**src/rtl/mp_add_pkg.sv**
```systemverilog
// Shared definitions for the multi-precision add/subtract sequencer:
// FSM state encoding and slice-indexing helpers.
package mp_add_pkg;

    localparam logic [1:0] ST_IDLE = 2'd0;
    localparam logic [1:0] ST_RUN  = 2'd1;
    localparam logic [1:0] ST_DONE = 2'd2;

    typedef enum logic [1:0] {
        S_IDLE = ST_IDLE,
        S_RUN  = ST_RUN,
        S_DONE = ST_DONE
    } state_t;

    // Width of a counter that addresses nwords slices (at least one bit).
    function automatic int idx_width(input int nwords);
        return (nwords > 1) ? $clog2(nwords) : 1;
    endfunction

    // Bit position of the least-significant bit of slice idx.
    function automatic int slice_lsb(input int idx, input int width);
        return idx * width;
    endfunction

endpackage

```
**src/rtl/ripple_carry_adder.sv**
```systemverilog
// WIDTH-bit ripple-carry adder with carry in and carry out; purely combinational.
module ripple_carry_adder #(
    parameter int WIDTH = 4
) (
    input  logic [WIDTH-1:0] a_i,
    input  logic [WIDTH-1:0] b_i,
    input  logic             ci_i,
    output logic [WIDTH-1:0] sum_o,
    output logic             co_o
);

    logic [WIDTH:0] c;

    always_comb begin
        c     = '0;
        sum_o = '0;
        c[0]  = ci_i;
        for (int i = 0; i < WIDTH; i++) begin
            sum_o[i] = a_i[i] ^ b_i[i] ^ c[i];
            c[i+1]   = (a_i[i] & b_i[i]) | (c[i] & (a_i[i] ^ b_i[i]));
        end
        co_o = c[WIDTH];
    end

endmodule

```
**src/rtl/mp_add_sequencer.sv**
```systemverilog
// Multi-precision add/subtract: walks WIDTH*NWORDS-bit operands one slice per clock,
// least-significant first, through one shared ripple_carry_adder with a chained carry flop.
module mp_add_sequencer
    import mp_add_pkg::*;
#(
    parameter int WIDTH  = 4,
    parameter int NWORDS = 4
) (
    input  logic                     clk,
    input  logic                     rst,
    input  logic                     start,
    input  logic                     sub,
    input  logic [WIDTH*NWORDS-1:0]  opa,
    input  logic [WIDTH*NWORDS-1:0]  opb,
    output logic                     busy,
    output logic                     done,
    output logic [WIDTH*NWORDS-1:0]  result,
    output logic                     carry_out
);

    localparam int N     = WIDTH * NWORDS;
    localparam int IDX_W = idx_width(NWORDS);
    localparam logic [IDX_W-1:0] LAST_IDX = IDX_W'(NWORDS - 1);

    state_t           state_q, state_d;
    logic [IDX_W-1:0] idx_q;
    logic             carry_q;
    logic             sub_q;
    logic [N-1:0]     opa_q;
    logic [N-1:0]     opb_q;
    logic [N-1:0]     result_q;
    logic             cout_q;

    logic             accept;
    logic             last_slice;
    logic [WIDTH-1:0] add_a;
    logic [WIDTH-1:0] add_b;
    logic [WIDTH-1:0] add_sum;
    logic             add_co;

    always_ff @(posedge clk or posedge rst) begin
        if (rst) begin
            state_q <= S_IDLE;
        end else begin
            state_q <= state_d;
        end
    end

    always_comb begin
        state_d = state_q;
        accept  = 1'b0;
        busy    = 1'b0;
        done    = 1'b0;
        case (state_q)
            S_IDLE: begin
                if (start) begin
                    accept  = 1'b1;
                    state_d = S_RUN;
                end
            end
            S_RUN: begin
                busy = 1'b1;
                if (last_slice) begin
                    state_d = S_DONE;
                end
            end
            S_DONE: begin
                done = 1'b1;
                if (start) begin
                    accept  = 1'b1;
                    state_d = S_RUN;
                end else begin
                    state_d = S_IDLE;
                end
            end
            default: state_d = S_IDLE;
        endcase
    end

    assign last_slice = (idx_q == LAST_IDX);

    // Subtract is a + ~b + 1: the inversion happens here, the +1 is the seeded carry flop.
    assign add_a = opa_q[slice_lsb(int'(idx_q), WIDTH) +: WIDTH];
    assign add_b = opb_q[slice_lsb(int'(idx_q), WIDTH) +: WIDTH] ^ {WIDTH{sub_q}};

    ripple_carry_adder #(
        .WIDTH (WIDTH)
    ) u_adder (
        .a_i   (add_a),
        .b_i   (add_b),
        .ci_i  (carry_q),
        .sum_o (add_sum),
        .co_o  (add_co)
    );

    always_ff @(posedge clk or posedge rst) begin
        if (rst) begin
            idx_q    <= '0;
            carry_q  <= 1'b0;
            sub_q    <= 1'b0;
            opa_q    <= '0;
            opb_q    <= '0;
            result_q <= '0;
            cout_q   <= 1'b0;
        end else if (accept) begin
            opa_q   <= opa;
            opb_q   <= opb;
            sub_q   <= sub;
            carry_q <= sub;
            idx_q   <= '0;
        end else if (state_q == S_RUN) begin
            result_q[slice_lsb(int'(idx_q), WIDTH) +: WIDTH] <= add_sum;
            carry_q <= add_co;
            // Index parks on the last slice; the next accept rewinds it.
            if (last_slice) begin
                cout_q <= add_co;
            end else begin
                idx_q <= idx_q + 1'b1;
            end
        end
    end

    assign result    = result_q;
    assign carry_out = cout_q;

endmodule

```
**config.mk**
```make
export PLATFORM = sky130hd
export DESIGN_NAME = mp_add_sequencer
export DESIGN_NICKNAME = d
export VERILOG_FILES = /design/src/rtl/mp_add_pkg.sv /design/src/rtl/ripple_carry_adder.sv /design/src/rtl/mp_add_sequencer.sv
export SDC_FILE = /design/constraint.sdc
export NUM_CORES = 1
export LEC_CHECK = 0
export CAP_MARGIN = 25
export CELL_PAD_IN_SITES_DETAIL_PLACEMENT = 0
export CELL_PAD_IN_SITES_GLOBAL_PLACEMENT = 1
export CORE_MARGIN = 2
export CORE_UTILIZATION = 40
export CTS_BUF_LIST = sky130_fd_sc_hd__clkbuf_8
export DETAILED_ROUTE_END_ITERATION = 6
export PLACE_DENSITY = 0.88
export SKIP_CTS_REPAIR_TIMING = 1
export SYNTH_ARGS = -nofsm -noshare
export SYNTH_HDL_FRONTEND = slang
export SYNTH_HIERARCHICAL = 1
export SYNTH_SLANG_ARGS = --single-unit
```
**constraint.sdc**
```tcl
create_clock -name clk -period 3.8 [get_ports clk]
set_input_delay 0.95 -clock clk [delete_from_list [all_inputs] [get_ports clk]]
set_output_delay 0.95 -clock clk [all_outputs]
set_load 0.05 [all_outputs]
```
**Word-level counts from Yosys, hierarchy flattened**

Index checks and enable logic that the tools add are counted.

- Bits in writable memories: 0
- Memories kept: 0
- Register bits: 55
- Bits in latches: 0
- Output and inout port bits: 19
- Bits of input ports: 36
- ROM bits: 0
- Word-level logic and storage cells: 63

- Multiplexer cells: 14
- Bitwise operators: 22
- Multipliers: 0
- Equal/unequal tests: 6
- Div/mod/pow operators: 0
- Add/sub/neg operators: 2
- Reductions and logical operators: 7
- Shift-type cells: 4
- Magnitude comparators: 0

Operators by type and width:

| cell | count |
|---|---|
| $neg A4 Y33 | 1 |
| $shift A4 B33 Y16 const A | 1 |
| $shiftx A4 B33 Y16 | 1 |
| $shiftx A16 B5 Y4 | 2 |
| $bwmux W16 | 1 |
| $mux W2 | 5 |
| $and A1 B1 Y1 | 8 |
| $xor A1 B1 Y1 | 8 |
| $mux W1 | 7 |
| $ne A2 B2 Y1 const B | 3 |
| $pmux W2 S3 | 1 |
| $reduce_and A2 Y1 | 3 |
| $eq A2 B2 Y1 const B | 2 |
| $or A1 B1 Y1 | 4 |
| $xor A4 B4 Y4 | 1 |
| $reduce_and A3 Y1 | 1 |
| $add A2 B1 Y2 const B | 1 |
| $eq A2 B1 Y1 const B | 1 |
| $logic_not A2 Y1 | 1 |
| $reduce_bool A2 Y1 | 1 |
| $reduce_or A2 Y1 | 1 |
| $not A1 Y1 | 1 |

**Logic depth before layout (Yosys ltp)**

- Depth after elaboration: 13
- Gate-level depth with buffers: 13

**Cells and area by module**

Netlist, hierarchy kept.

Modules (own cells, without submodules):

| module | area each (um2) | cells each | times used |
|---|---|---|---|
| mp_add_sequencer | 2513.7 | 164 | 1 |
| ripple_carry_adder | 117.6 | 14 | 1 |

**Worst setup path after synthesis**

OpenSTA, ideal clock, no wires.

- Kind: register to register
- From: register idx_q[1]
- To: register result_q[11] (netlist: result[11])
- Setup slack: 0.829 ns
- Arrival time: 2.888 ns
- Path buffers: 1
- Required time: 3.716 ns
- Cell stages (with the launch flop): 13
- Period minus slack after synthesis: 2.971 ns
- Cell sequence: dfrtp_1 -> buf_2 -> mux4_1 -> fa_1 -> inv_1 -> fa_1 -> inv_1 -> fa_1 -> inv_1 -> fa_1 -> inv_1 -> nand2_1 -> o21ai_0

- Elaborated cells between the ends (all ways): 24

RTL lines:

| what | line | source |
|---|---|---|
| from (decl) | mp_add_sequencer.sv:26 | `logic [IDX_W-1:0] idx_q;` |
| from (signal assigned) | mp_add_sequencer.sv:118 | `idx_q <= idx_q + 1'b1;` |
| $shiftx A16 B5 Y4 (*) | mp_add_sequencer.sv:83 | `assign add_a = opa_q[slice_lsb(int'(idx_q), WIDTH) +: WIDTH];` |
| via add_a[0] | mp_add_sequencer.sv:36 | `logic [WIDTH-1:0] add_a;` |
| $xor A1 B1 Y1 | ripple_carry_adder.sv:20 | `c[i+1] = (a_i[i] & b_i[i]) \| (c[i] & (a_i[i] ^ b_i[i]));` |
| $and A1 B1 Y1 | ripple_carry_adder.sv:20 |  |
| $or A1 B1 Y1 (*) | ripple_carry_adder.sv:20 |  |
| $and A1 B1 Y1 (*) | ripple_carry_adder.sv:20 |  |
| $or A1 B1 Y1 (*) | ripple_carry_adder.sv:20 |  |
| $and A1 B1 Y1 (*) | ripple_carry_adder.sv:20 |  |
| $or A1 B1 Y1 (*) | ripple_carry_adder.sv:20 |  |
| $xor A1 B1 Y1 (*) | ripple_carry_adder.sv:19 | `sum_o[i] = a_i[i] ^ b_i[i] ^ c[i];` |
| via add_sum[3] | mp_add_sequencer.sv:38 | `logic [WIDTH-1:0] add_sum;` |
| $shiftx A4 B33 Y16 (*) | mp_add_sequencer.sv:112 | `result_q[slice_lsb(int'(idx_q), WIDTH) +: WIDTH] <= add_sum;` |
| $bwmux W16 (*) | mp_add_sequencer.sv:112 |  |
| to (signal, indexed assignment) | mp_add_sequencer.sv:112 |  |
| to (decl) | mp_add_sequencer.sv:31 | `logic [N-1:0] result_q;` |

Mark *: on every way through the listed nets, which the timed path passes. The rest lies on a longest branch.
A chain may end at the register's enable or synchronous reset.

**Final worst setup path**

Ends and elaborated chain as after synthesis.

==> impl_results.md <==
- Status: completed
- Clock tree buffer depth: 2
- Die area: approximately 7200 sq um
- Buf+Inv Stages, Crit Path: 4
- Syn Inst Count: between 150 and 200
- Die height: ~85 microns
- Crit share post-route: 0.817
- Vias per cell: 5.10
- GRT Util Overall: 0.140
- Hold Vio Cnt, Final: 0
- WS Path Type: flip-flop to flip-flop
- Placed Cells: 305
- Top delay family on crit path: adder cells
- Max-Cap Viols: 0
- Worst EP required: ~4.0 ns
- Nets: 280
- CP Launch Type: flip-flop
- Drt first pass iters: 4
- Number of global-route vias before repair: 1616
- Initial drt markers: 65
- CORE AREA: 6350 sq um
- RePlAce Congestion: 0.770
- Cell chain of the critical path: mux4_1 -> fa_1 -> inv_1 -> fa_1 -> inv_1 -> fa_1 -> inv_1 -> fa_1 -> inv_1 -> nand2_1 -> o21ai_0
- Ys flop type: dfrtp_1
- CP endpoint kind: flip-flop
- Skew final: between 0.009 and 0.01 ns
- Largest fanout on the critical path: 7
- Clk pin slew, worst setup/hold paths: 0.08 ns
- R2r setup slk: roughly 0.69 ns
- Leak pwr: about 1.4 nW
- DR WL/cell: about 15 microns
- Routed via count: roughly 1600
- Final Non-Filler Cells: around 310
- DRC: 0
- Gr ovfl total: 0
- Cell area after synthesis: between 2000 and 3000 sq um
- Critical-path top delay cell: mux4_1
- TritonCTS clock tree: done
- Power Dens Cells: approximately 960 nW/um^2
- RSZ-0062 raised after global routing: false
- Asr flop ratio synth: 1.00
- Clock sink count: 55
- Total negative setup slack: 0 ns
- Commonest non-fill, non-tap cell in the layout: dfrtp_1
- Share of cells above drive strength 1: 0.243
- Hold crit path type: flip-flop to flip-flop
- Port buffer count: 54
- Max rail drop VDD: 0.681 mV
- #FFs+latches synth: 55
- Max Fclk: approximately 320 MHz
- Max Slew Vio Count: 0
- Mapped Avg Cell Area: about 15 sq um
- Final ANT Viol Nets: 0
- HPWL after DPL: about 3.7 mm
- Worst Max-Slew Pin Slew: 0.525 ns
- Final Setup Violations: 0
- Total CTS buffers: 5
- Die Wd: around 85 microns
- Root Buffer: clkbuf_8
- Largest net degree at the start of global routing: 44
- Share of the yosys chip area belonging to registers: 0.523
- Warnings from Yosys: 6
- Core Rows: 29
- Max incr delay on CP: 0.64 ns
- Global-route wire length before repair: slightly below 8 mm
- N_diodes: 0
- Worst-Skew Late Latency: roughly 0.31 ns
- I/O pin cnt: 55
- P&R area growth vs syn: 26.5%
- Syn Nets: 223
- Min Clock Period, post-route: 3.11 ns
- Initial antenna violation count: 0
- Critical path arrival: approximately 3.3 ns
- Final WL: about 4.7 mm
- Post-synth EDFFs: 0
- Max-slew headroom: 0.650
- Most frequent cells in the layout: dfrtp_1, clkdlybuf4s50_1, mux2_2
- Cell variety after synth: 29
- Initial Utilization: 0.414
- H-tree Lvls: 2
==> worst min-delay path: stages (launching register included) <==
cell,delay (ns)
dfrtp_1,0.36
nand2_1,0.05
o21ai_0,0.06
==> flip-flops by register name, summed over array words and instances, names as in the netlist <==
name       flops
carry_out      1
carry_q        1
idx_q          2
opa_q         16
opb_q         16
result        16
state_q        2
sub_q          1
==> layout make-up <==
type                    count  area (sq um)
fillers                   559          3020
flip-flops and latches     55          1380
multi-input cells         100          1120
repair buffers             58           571
well taps                  77          96.3
clock buffers               5          68.8
inverters                  15          61.3
clock inverters             2          33.8
==> metrics by stage <==
stage	util	power (mW)	area, sq um	hold WS, ns	worst slack [ns]
final	0.524	3.21	3330	0.500	0.694
after detailed placement	0.508	2.89	3230	0.487	0.720
after global routing	0.524	3.46	3330	0.531	0.482
after global placement	0.508	2.84	3230	0.473	0.827
after floorplan	-	2.40	2630	0.472	0.829
after CTS	0.524	3.26	3330	0.507	0.699
==> power breakdown <==
group          total, mW  internal, mW  switching (mW)
clock              0.367         0.191           0.177
sequential          1.01         0.852           0.161
combinational       1.83         0.810            1.02
==> path summary, 6_finish.rpt <==
path / start / end / cells after the start
worst max-delay path: idx_q[1] / result[11] / 11
worst min-delay path: result[9] / result[9] / 2
worst max register to register: idx_q[1] / result[11] / 11
worst min register to register: result[9] / result[9] / 2
max in group asynchronous: rst / result[8] / 3
min in group asynchronous: rst / opa_q[3] / 2
==> cells in the mapped netlist, types with 2 or more instances <==
| library cell | n | share of area |
|---|---|---|
| ha_1 | 5 | 0.024 |
| fa_1 | 4 | 0.030 |
| buf_6 | 3 | 0.013 |
| o21ai_0 | 5 | 0.0095 |
| mux4_1 | 4 | 0.040 |
| nand3b_1 | 3 | 0.0086 |
| mux2_2 | 33 | 0.14 |
| mux2i_1 | 2 | 0.0076 |
| nand2_1 | 8 | 0.011 |
| nor2b_1 | 3 | 0.0071 |
| buf_2 | 3 | 0.0057 |
| mux4_2 | 4 | 0.034 |
| dfrtp_1 | 55 | 0.52 |
| inv_1 | 13 | 0.019 |
| nor4b_4 | 2 | 0.018 |
| nor2_1 | 2 | 0.0029 |
| a22o_1 | 13 | 0.043 |
| xnor2_1 | 5 | 0.017 |
==> cell families after synthesis <==
family / synth area share
AOI/OAI and AO/OA: 0.0528
xor gates and xnor gates: 0.0166
adders and majority gates: 0.0542
buffers and inverters: 0.0523
DFF: 0.523
muxes: 0.223
and+or+nand+nor: 0.0780
==> layer usage <==
| metal | part of all wire | track usage | vias to the layer above | routed length, microns |
|---|---|---|---|---|
| li1 | - | - | 741 | - |
| met1 | 0.45 | 0.180 | 801 | 2150 |
| met2 | 0.49 | 0.234 | 42 | 2300 |
| met3 | 0.048 | 0.0360 | 8 | 226 |
| met4 | 0.013 | 0.0433 | 0 | 60 |
| met5 | 0 | 0 | - | 0 |
Power figures use the tool's default switching activity.
